===== config.mk =====
export PLATFORM = sky130hd
export DESIGN_NAME = dp_cmpsel_shift_pipe
export DESIGN_NICKNAME = d
export VERILOG_FILES = /design/src/rtl/dp_cmpsel_shift_pipe.sv
export SDC_FILE = /design/constraint.sdc
export NUM_CORES = 1
export LEC_CHECK = 0
export BUFFER_PORTS_ARGS = -buffer_cell sky130_fd_sc_hd__buf_2
export CAP_MARGIN = 15
export CORE_AREA = 5 5 297 299
export CTS_CLUSTER_DIAMETER = 60
export DETAILED_ROUTE_END_ITERATION = 7
export DIE_AREA = 0 0 302 304
export GPL_TIMING_DRIVEN = 1
export PLACE_DENSITY = 0.44
export SLEW_MARGIN = 20
export SYNTH_ARGS = -nofsm -noshare
export SYNTH_HDL_FRONTEND = slang
export SYNTH_SLANG_ARGS = --single-unit

===== constraint.sdc =====
create_clock -name clk -period 7.95 [get_ports clk]
set_input_delay 0.795 -clock clk [delete_from_list [all_inputs] [get_ports clk]]
set_output_delay 0.795 -clock clk [all_outputs]
set_load 0.005 [all_outputs]

===== src/rtl/dp_cmpsel_shift_pipe.sv =====
`default_nettype none
// ============================================================================
// Module   : dp_cmpsel_shift_pipe
// Brief    : 3-stage add/compare/select/shift datapath with valid/ready flow
//            control. d=a+b, e=a+c, f=a-b; selects g/h from the d<e / d==e
//            compare, shifts them by the gated amounts, then truncates or
//            saturates to OUT_WIDTH.
// Revision : 1.0 - initial release
// ============================================================================
module dp_cmpsel_shift_pipe #(
  parameter int WIDTH     = 64,
  parameter int OUT_WIDTH = 32,
  parameter int SAT       = 0,
  parameter int SHW       = $clog2(WIDTH)
) (
  input  logic                 clk,
  input  logic                 rst,
  input  logic                 in_valid,
  output logic                 in_ready,
  input  logic [WIDTH-1:0]     a,
  input  logic [WIDTH-1:0]     b,
  input  logic [WIDTH-1:0]     c,
  input  logic [SHW-1:0]       shl_amt,
  input  logic [SHW-1:0]       shr_amt,
  output logic                 out_valid,
  input  logic                 out_ready,
  output logic [OUT_WIDTH-1:0] x,
  output logic [OUT_WIDTH-1:0] z,
  output logic                 flag_lt,
  output logic                 flag_eq,
  output logic                 x_sat,
  output logic                 z_sat
);

  localparam bit                   c_SAT_EN  = (SAT != 0);
  localparam logic [OUT_WIDTH-1:0] c_OUT_MAX = {1'b0, {(OUT_WIDTH-1){1'b1}}};
  localparam logic [OUT_WIDTH-1:0] c_OUT_MIN = {1'b1, {(OUT_WIDTH-1){1'b0}}};

  // Flow control: a stalled output freezes the whole pipe, bubbles included.
  logic w_stall;
  logic w_adv;
  assign w_stall  = out_valid && !out_ready;
  assign w_adv    = !w_stall;
  assign in_ready = w_adv;

  // ---------------------------------------------------------------- stage 1
  logic             s1_valid_q;
  logic [WIDTH-1:0] s1_g_q, s1_g_d;
  logic [WIDTH-1:0] s1_h_q, s1_h_d;
  logic             s1_lt_q, s1_lt_d;
  logic             s1_eq_q, s1_eq_d;
  logic [SHW-1:0]   s1_shl_q, s1_shl_d;
  logic [SHW-1:0]   s1_shr_q, s1_shr_d;

  logic [WIDTH-1:0] w_d, w_e, w_f;

  // Sums, compare, operand select and flag-gated shift amounts.
  always_comb begin
    w_d      = a + b;
    w_e      = a + c;
    w_f      = a - b;
    s1_lt_d  = $signed(w_d) < $signed(w_e);
    s1_eq_d  = (w_d == w_e);
    s1_g_d   = s1_lt_d ? w_e : w_d;
    s1_h_d   = s1_eq_d ? w_f : s1_g_d;
    s1_shl_d = s1_lt_d ? shl_amt : '0;
    s1_shr_d = s1_eq_d ? shr_amt : '0;
  end

  // Stage 1 register; payload only loads with a real beat so idle data is quiet.
  always_ff @(posedge clk) begin
    if (rst) begin
      s1_valid_q <= 1'b0;
      s1_g_q     <= '0;
      s1_h_q     <= '0;
      s1_lt_q    <= 1'b0;
      s1_eq_q    <= 1'b0;
      s1_shl_q   <= '0;
      s1_shr_q   <= '0;
    end else if (w_adv) begin
      s1_valid_q <= in_valid;
      if (in_valid) begin
        s1_g_q   <= s1_g_d;
        s1_h_q   <= s1_h_d;
        s1_lt_q  <= s1_lt_d;
        s1_eq_q  <= s1_eq_d;
        s1_shl_q <= s1_shl_d;
        s1_shr_q <= s1_shr_d;
      end
    end
  end

  // ---------------------------------------------------------------- stage 2
  logic             s2_valid_q;
  logic [WIDTH-1:0] s2_xr_q, s2_xr_d;
  logic [WIDTH-1:0] s2_zr_q, s2_zr_d;
  logic             s2_lt_q;
  logic             s2_eq_q;

  // Shifters: zero-amount when the gating flag was clear.
  always_comb begin
    s2_xr_d = s1_h_q << s1_shl_q;
    s2_zr_d = $signed(s1_g_q) >>> s1_shr_q;
  end

  // Stage 2 register.
  always_ff @(posedge clk) begin
    if (rst) begin
      s2_valid_q <= 1'b0;
      s2_xr_q    <= '0;
      s2_zr_q    <= '0;
      s2_lt_q    <= 1'b0;
      s2_eq_q    <= 1'b0;
    end else if (w_adv) begin
      s2_valid_q <= s1_valid_q;
      if (s1_valid_q) begin
        s2_xr_q <= s2_xr_d;
        s2_zr_q <= s2_zr_d;
        s2_lt_q <= s1_lt_q;
        s2_eq_q <= s1_eq_q;
      end
    end
  end

  // ---------------------------------------------------------------- stage 3
  logic                 s3_valid_q;
  logic [OUT_WIDTH-1:0] s3_x_q, s3_x_d;
  logic [OUT_WIDTH-1:0] s3_z_q, s3_z_d;
  logic                 s3_lt_q;
  logic                 s3_eq_q;
  logic                 s3_xs_q, s3_xs_d;
  logic                 s3_zs_q, s3_zs_d;

  // A value fits OUT_WIDTH iff all bits from OUT_WIDTH-1 upward equal the sign.
  logic [WIDTH-OUT_WIDTH:0] w_x_top, w_z_top;
  logic                     w_x_ovf, w_z_ovf;

  // Resize: truncate, or clamp toward the sign when saturation is enabled.
  always_comb begin
    w_x_top = s2_xr_q[WIDTH-1:OUT_WIDTH-1];
    w_z_top = s2_zr_q[WIDTH-1:OUT_WIDTH-1];
    w_x_ovf = !((&w_x_top) || !(|w_x_top));
    w_z_ovf = !((&w_z_top) || !(|w_z_top));
    s3_x_d  = s2_xr_q[OUT_WIDTH-1:0];
    s3_z_d  = s2_zr_q[OUT_WIDTH-1:0];
    s3_xs_d = 1'b0;
    s3_zs_d = 1'b0;
    if (c_SAT_EN && w_x_ovf) begin
      s3_x_d  = s2_xr_q[WIDTH-1] ? c_OUT_MIN : c_OUT_MAX;
      s3_xs_d = 1'b1;
    end
    if (c_SAT_EN && w_z_ovf) begin
      s3_z_d  = s2_zr_q[WIDTH-1] ? c_OUT_MIN : c_OUT_MAX;
      s3_zs_d = 1'b1;
    end
  end

  // Output register; holds while the consumer stalls.
  always_ff @(posedge clk) begin
    if (rst) begin
      s3_valid_q <= 1'b0;
      s3_x_q     <= '0;
      s3_z_q     <= '0;
      s3_lt_q    <= 1'b0;
      s3_eq_q    <= 1'b0;
      s3_xs_q    <= 1'b0;
      s3_zs_q    <= 1'b0;
    end else if (w_adv) begin
      s3_valid_q <= s2_valid_q;
      if (s2_valid_q) begin
        s3_x_q  <= s3_x_d;
        s3_z_q  <= s3_z_d;
        s3_lt_q <= s2_lt_q;
        s3_eq_q <= s2_eq_q;
        s3_xs_q <= s3_xs_d;
        s3_zs_q <= s3_zs_d;
      end
    end
  end

  assign out_valid = s3_valid_q;
  assign x         = s3_x_q;
  assign z         = s3_z_q;
  assign flag_lt   = s3_lt_q;
  assign flag_eq   = s3_eq_q;
  assign x_sat     = s3_xs_q;
  assign z_sat     = s3_zs_q;

endmodule
`default_nettype wire


Word level (Yosys, flattened, before mapping)

Cells that the tools add are included.
Widths: inputs -> output; s select.

$lt $le $gt $ge: 1
Shifts and indexed selects: 2
Mux-type cells: 4
Reductions and logical operators: 6
Eq/ne operators: 1
Bitwise logic cells: 1
$add $sub $neg: 3

Operators with widths:

| kind              | count |
|---|---|
| $add 64x64->64    | 2 |
| $mux 64           | 2 |
| $eq 64x64->1      | 1 |
| $lt 64x64->1      | 1 |
| $shl 64x6->32     | 1 |
| $sshr 64x6->32    | 1 |
| $sub 64x64->64    | 1 |
| $mux 6            | 2 |
| $reduce_and 2->1  | 3 |
| $logic_not 1->1   | 2 |
| $logic_and 1x1->1 | 1 |
| $not 1->1         | 1 |

Bits of input ports: 208
Output and inout port bits: 70
Logic and storage cells: 35
Flip-flop bits (word level): 277

Logic depth before layout (Yosys ltp)

Gate-level depths: netlist (run 1).

Depth after elaboration: 4
Gate-level depth with buffers: 27
Mapped depth without buffers: 24

Worst setup path after synthesis (run 1)

No wires, ideal clock.

Kind: input to register
Start point: input port b[4]
End point: register s1_h_q[16]
Setup time: 0.088 ns
Data required time: 7.862 ns
Path buffers: 2
Slack: 2.224 ns
Data arrival time: 5.638 ns
Stages on the path: 24
Path through: inv_1 > ha_1 > inv_2 > a21o_1 > o311a_4 > or3_4 > a211oi_4 > a2111oi_2 > o21a_1 > or3_1 > and2_1 > ha_1 > nand4_1 > nor4_1 > and3_1 > nand2_1 > nor2_1 > or4b_1 > buf_6 > xor2_4 > buf_6 > mux2i_1 > nand2_1 > a311oi_2

Word-level cells in the longest chain between the ends: 4
Elaborated cells on any way between the ends: 6
Classes of those cells: add/sub (2); order compare (1); eq/ne (1); mux (2)

Ends and longest elaborated chain:

| item                   | line | source |
|---|---|---|
| start: declaration     | 21   | `input logic [WIDTH-1:0] b,` |
| $add 64x64->64         | 59   | `w_d = a + b;` |
| $lt 64x64->1           | 62   | `s1_lt_d = $signed(w_d) < $signed(w_e);` |
| $mux 64                | 64   | `s1_g_d = s1_lt_d ? w_e : w_d;` |
| $mux 64 *              | 65   | `s1_h_d = s1_eq_d ? w_f : s1_g_d;` |
| end signal: assignment | 84   | `s1_h_q <= s1_h_d;` |
| end: declaration       | 49   | `logic [WIDTH-1:0] s1_h_q, s1_h_d;` |

Mark *: on every way between the ends. The rest lies on a longest branch, timed or not.
A chain may end at the register's enable or synchronous reset.

Worst setup path after layout (run 1)

Start point: input port a[0]
End point: register s1_h_q[15]

Word-level cells in the longest chain between the ends: 4
Elaborated cells on any way between the ends: 7
Classes of those cells: add/sub (3); order compare (1); eq/ne (1); mux (2)

Ends and longest elaborated chain:

| item                              | line   | source |
|---|---|---|
| start: declaration                | 20     | `input logic [WIDTH-1:0] a,` |
| $add 64x64->64 (on tied branches) | 59, 60 |  |
| $lt 64x64->1                      | 62     |  |
| $mux 64                           | 64     |  |
| $mux 64 *                         | 65     |  |

Marks and branches as above.

==> results of run 1 <==
-- layout by cell type (no fill, tap or decap), types with 29 or more instances in the layout --
cell type  netlist  layout
a211oi_1        47      47
a21o_1          72      72
a21oi_1        392     392
a31oi_1         32      32
buf_2           26     274
buf_4            3      38
clkbuf_16        0      29
dfxtp_1        245     241
ha_1           221     221
inv_1          122     122
mux2i_1         87      87
mux4_2         104     104
nand2_1        483     480
nand2b_1        30      30
nand3_1         50      50
nand4_1         59      59
nor2_1         258     257
nor2b_1         38      38
nor3_1          52      51
o211ai_1        57      57
o21ai_0        181     181
o21bai_1        40      40
xnor2_1        101     101
xor2_1          42      42
-- worst paths after layout --
kind,from,depth (start not counted),slack [ps],to
setup / recovery,a[0],26,1140,s1_h_q[15]$_SDFFE_PP0P_
hold / removal,x[12]$_SDFFE_PP0P_,2,450,x[12]$_SDFFE_PP0P_
setup reg to reg,s1_shr_q[0]$_SDFFE_PP0P_,6,4760,s2_zr_q[11]$_SDFFE_PP0P_
hold reg to reg,x[12]$_SDFFE_PP0P_,2,450,x[12]$_SDFFE_PP0P_
-- report_power, final --
part	switching [µW]	internal (µW)
logic	1790	1190
registers	218	1390
clock network	547	699
total	2550	3280
-- per-layer routing --
layer,vias up,track usage [%],routed length [µm]
met3,106,1.748,4728
met1,11920,30.66,48650
met2,679,30.00,40670
met5,-,0,0
met4,0,4.302,2267
li1,12300,-,-
-- registers in the layout, indices dropped and copies added, names as in the netlist --
| name | count |
|---|---|
| flag_eq | 1 |
| out_valid | 1 |
| s1_valid_q | 1 |
| s2_valid_q | 1 |
| s1_h_q | 32 |
| s2_eq_q | 1 |
| z | 32 |
| x | 32 |
| s2_lt_q | 1 |
| s1_shl_q | 6 |
| s1_eq_q | 1 |
| flag_lt | 1 |
| s1_shr_q | 6 |
| s2_xr_q | 32 |
| s2_zr_q | 32 |
| s1_lt_q | 1 |
| s1_g_q | 64 |
-- worst reg2reg max path: stages (launching register included) --
cell and delay (ps):
dfxtp_4 400, buf_4 710, mux4_2 690, mux4_2 530
mux4_2 510, nand2_1 120, a21oi_1 80
-- through the flow --
step / total power, µW / setup slack, ps / area, µm² / hold slack, ps
after global placement: 4595 / 591.8 / 27560 / 440.0
after detailed placement: 4589 / 551.0 / 27560 / 443.9
final: 5835 / 1137 / 28440 / 449.8
after floorplan: 3657 / 2224 / 25340 / 431.5
after CTS: 5859 / 1134 / 28430 / 452.6
after global routing: 6240 / 766.9 / 28440 / 469.1
-- cell type report --
cell class / count / area [µm²] / share of cell area [%]
multi-input cells: 2691 / 19010 / 66.84
flip-flops and latches: 245 / 4912 / 17.27
repair buffers: 316 / 1728 / 6.076
well taps: 1144 / 1431 / 5.033
clock buffers: 37 / 785.8 / 2.763
inverters: 128 / 480.5 / 1.689
clock inverters: 13 / 86.33 / 0.3036
diodes: 2 / 5.005 / 0.01760
-- logic make-up after synthesis --
family                   after synthesis  share of synthesized area (%)
AND/OR/NAND/NOR                     1075                          18.99
AO/OA/AOI/OAI                       1034                          26.06
buffers and inverters                364                          5.690
flip-flops                           245                          19.36
adder cells (fa/ha/maj)              224                          11.15
multiplexers                         211                          13.57
XOR/XNOR                             145                          5.161
other                                  1                        0.01480
==> flow_summary_export.csv, run 1 <==
group,metric,value,unit
clocking,cts_buffer_depth,3,
clocking,cts_sinks,245,
synth,synthTopCellsByArea,"dfxtp_1 (19%), ha_1 (11%), mux4_2 (9.2%)",
floorplanning,die_w,302,µm
worst_setup_path,slowest_stage,"or4b_1",
floorplanning,dieArea,0.09181,mm²
drt,wl_per_cell,21.05,µm
worst_setup_path,critPathBufInv,4,
clocking,htreeDepth,1,
pwr,p_leak,0.01153,µW
sta,tightest_slew,956.6,ps
synth,ys_top_cells_by_count,"nand2_1 (483), a21oi_1 (392), nor2_1 (258), dfxtp_1 (245), ha_1 (221)",
synth,syn_avg_cell_area,7.679,µm²
worst_setup_path,crit_family,"compound AO/OA/AOI/OAI gates",
sta,finalCritPeriodShare,85.70,%
drt,first_pass_iters,7,
sta,finalSetupTns,0,ps
placed_design,placed_cells_incl_taps,4524,
sta,period_minus_slack,6813,ps
cells_and_area,fillCellCount,9332,
clocking,clock_latency,560,ps
synth,synth.yosys.seq_area_share,19.36,%
placed_design,dp_hpwl,78250,µm
cells_and_area,area_growth_syn_to_layout,12.26,%
clocking,cts_resized,0,
clocking,cts_tree,"done",
worst_setup_path,worstSetupStartpointType,"primary input",
synth,synth_cell_types,103,
worst_setup_path,max_stage_delay,740,ps
global_routing,grt_max_degree,157,
global_routing,track_usage,19.88,%
synth,synth_cells,3299,
drt,drc,0,
sta,worst_clock_skew,14.67,ps
pwr,power_density,205.2,mW/mm²
drt,drtIter0Drc,1587,
sta,fmax,0.1468,GHz
floorplanning,die_h,304,µm
worst_setup_path,cp.required,8430,ps
global_routing,grt_pass1_vias,24040,
placed_design,gp_congestion,0.9118,
sta,hold_violations,0,
status,outcome,"finished clean",
worst_setup_path,crit_path_end_kind,"flop",
worst_setup_path,cp.arrival,7290,ps
clocking,cts_setup_buffers,0,
global_routing,grt_overflow,0,
cells_and_area,finish.utilization,33.50,%
clocking,root_buffer,"clkbuf_16",
global_routing,grt_pass1_wl,146300,µm
drt,vias_per_cell,5.465,
synth,async_reset_ff_share,0,%
clocking,cts_buffers,29,
drt,drtAntennaViolNets,0,
synth,synth_seq_cells,245,
worst_setup_path,crit_fanout,56,
cells_and_area,layout.cells.non_filler,4576,
sta,final_max_slew_viol_count,0,
synth,synth_edf_count,0,
synth,yosys.area.top_type,"dfxtp_1",
sta,rsz0062_at_grt,"no",
cells_and_area,final_nets,3843,
floorplanning,core,0.08488,mm²
pwr,ir_worst_vdd,0.1975,mV
floorplanning,num_rows,107,
drt,vias,25010,
synth,ys_warn_count,0,
sta,report.final.setup_viol,0,
synth,synth.most_common_cell,"nand2_1",
global_routing,grt_antenna_before_repair,3,
synth,synth_top_area_share,19.36,%
floorplanning,io_pins,278,
synth,synth.cell_area,0.02533,mm²
flow_run,drv_cap,0,
cells_and_area,drive_above_1_share,15.95,%
clocking,hold_buffers,0,
sta,max-slew-margin-rel,36.14,%
floorplanning,initial_utilization,29.85,%
synth,synthFlopType,"dfxtp_1",
worst_setup_path,timing_worst_setup_path_type,"in2reg",
placed_design,port-buffer-count,275,
drt,wl,96310,µm
min_path,hold_path_class,"reg2reg",
clocking,clk_pin_slew,60,ps
Power figures use the tool's default switching activity.
==> run 2, diff against run 1 <==
MAX_ROUTING_LAYER = met4   (was default)
==> run 2 against run 1 <==
  * First-iteration DRC count rose by 2.1%
  * Global-route usage rose by 0.78 points
  * Critical path type unchanged
  * Count of clock-buffer cells in the layout fell by 2
  * Combinational power barely moved
  * Wire length rose by 0.41%
  * Largest cell class unchanged
  * Register-to-register slack got worse by 30 ps
  * Power rose by 4.4%
  * Setup slack got worse by 66 ps
==> flow_summary_export.csv, run 2 (same netlist as run 1, synthesis figures left out) <==
group,metric,value,unit
worst_setup_path,crit_path_end_kind,"flop",
sta,rsz0062_at_grt,"no",
worst_setup_path,crit_family,"compound AO/OA/AOI/OAI gates",
global_routing,grt_overflow,0,
pwr,swShare,41.96,%
floorplanning,die_w,302,µm
worst_setup_path,slowest_stage,"a41oi_1",
cells_and_area,final_nets,3849,
clocking,cts_buffers,29,
floorplanning,num_rows,107,
worst_setup_path,timing_worst_setup_path_type,"in2reg",
global_routing,track_usage,20.65,%
sta,period_minus_slack,6879,ps
flow_run,drv_cap,0,
global_routing,met1_usage,31.42,%
clocking,root_buffer,"clkbuf_16",
placed_design,port-buffer-count,275,
drt,first_pass_iters,5,
pwr,ir_worst_vdd,0.1762,mV
global_routing,met2_usage,30.59,%
cells_and_area,drive_above_1_share,16.26,%
sta,finalCritPeriodShare,86.52,%
sta,report.final.setup_viol,0,
worst_setup_path,critPathBufInv,6,
pwr,p_int,3535,µW
worst_setup_path,cp.required,8430,ps
placed_design,gp_congestion,0.8997,
clocking,hold_buffers,0,
clocking,cts_setup_buffers,0,
pwr,power_density,212.3,mW/mm²
cells_and_area,final_cell_mix,"nand2_1 (480), a21oi_1 (392), buf_2 (274)",
pwr,power_frac_comb,49.2,%
floorplanning,core,0.08488,mm²
floorplanning,die_h,304,µm
pwr,clkPwrFrac,24.4,%
sta,final_max_slew_viol_count,0,
global_routing,grt_pass1_vias,24060,
cells_and_area,fillCellCount,9228,
pwr,p_leak,0.01164,µW
pwr,p_switching,2555,µW
worst_setup_path,max_stage_delay,530,ps
sta,finalSetupTns,0,ps
worst_setup_path,worstSetupStartpointType,"primary input",
clocking,cts_resized,0,
floorplanning,io_pins,278,
drt,drtIter0Drc,1620,
min_path,hold_path_class,"reg2reg",
worst_setup_path,crit_fanout,45,
clocking,cts_tree,"done",
sta,worst_clock_skew,14.41,ps
drt,vias_per_cell,5.437,
floorplanning,initial_utilization,29.85,%
clocking,htreeDepth,1,
sta,fmax,0.1454,GHz
placed_design,dp_hpwl,78780,µm
global_routing,grt_antenna_before_repair,4,
pwr,seqPwrFrac,26.4,%
status,outcome,"finished clean",
sta,tightest_slew,967.1,ps
clocking,clock_latency,560,ps
drt,drtAntennaViolNets,0,
drt,vias,24930,
global_routing,busiest_layer,"met1",
worst_setup_path,cp.arrival,7360,ps
cells_and_area,largest_register_ffs,64,
global_routing,grt_max_degree,85,
cells_and_area,layout_commonest_cell,"nand2_1",
clocking,clk_pin_slew,60,ps
sta,max-slew-margin-rel,35.53,%
cells_and_area,seq_area,0.004912,mm²
drt,wl,96700,µm
pwr,p_total,6090,µW
global_routing,grt_pass1_wl,147800,µm
cells_and_area,largest_register,"s1_g_q",
drt,wl_per_cell,21.09,µm
floorplanning,dieArea,0.09181,mm²
clocking,cts_buffer_depth,3,
cells_and_area,multi_input_area,0.01901,mm²
drt,drc,0,
sta,hold_violations,0,
clocking,cts_sinks,245,
global_routing,grt_use_met3,1.263,%
cells_and_area,area_growth_syn_to_layout,13.21,%
[run 2: cell count changes in the layout (fill, tap and decap cells not counted), sizes merged]
cell / delta
bufinv: +7
buf: +6
clkinv: -3
clkbuf: -2
clkinvlp: +2
inv: -2
diode: +1
[run 2: worst min-delay path: cells and delay by family, from the launching register on]
kind             cells  cell delay (ps)
AO/OA/AOI/OAI        1               50
flip-flops           1              300
AND/OR/NAND/NOR      1               50
[run 2: power groups by stage]
| stage | registers [µW] | clock network (µW) | logic (µW) |
|---|---|---|---|
| after floorplan | 1510 | 0 | 2150 |
| final | 1600 | 1490 | 3000 |
| after global placement | 1630 | 0 | 2980 |
| after global routing | 1630 | 1580 | 3290 |
| after detailed placement | 1630 | 0 | 2970 |
| after CTS | 1600 | 1530 | 2980 |
[run 2: final cells by class]
class	instances	area share, %
Antenna cell	3	0.02618
Clock buffer	35	2.783
Clock inverter	17	0.9729
Inverter	128	1.675
Multi-Input combinational cell	2691	66.28
Sequential cell	245	17.13
Tap cell	1144	4.991
Timing Repair Buffer	322	6.138
[run 2: per-layer routing]
| metal | up-vias | wire, µm | part of all wire (%) |
|---|---|---|---|
| li1 | 12320 | - | - |
| met1 | 11930 | 49580 | 51 |
| met5 | - | 0 | 0 |
| met2 | 626 | 41720 | 43 |
| met3 | 52 | 3943 | 4.1 |
| met4 | 0 | 1463 | 1.5 |
[run 2: metrics by stage]
stage	setup WS (ps)	std cells	cell area [µm²]	hold WS [ps]	utilization (%)
2_1_floorplan	2224	3300	25340	431.5	-
3_3_place_gp	604.2	4530	27590	441.6	32.51
3_5_place_dp	587.4	4530	27590	443.5	32.51
4_1_cts	1164	4582	28670	450.9	33.78
5_1_grt	734.9	4585	28680	464.8	33.79
6_report	1071	4585	28680	450.1	33.79
[run 2: path summary, 6_finish.rpt]
kind / startpoint / to / slack (ps) / cells past startpoint
setup / recovery: a[0] / s1_h_q[7]$_SDFFE_PP0P_ / 1070 / 28
setup reg to reg: s1_shr_q[0]$_SDFFE_PP0P_ / s2_zr_q[6]$_SDFFE_PP0P_ / 4730 / 8
hold reg to reg: x[8]$_SDFFE_PP0P_ / x[8]$_SDFFE_PP0P_ / 450 / 2
hold / removal: x[8]$_SDFFE_PP0P_ / x[8]$_SDFFE_PP0P_ / 450 / 2
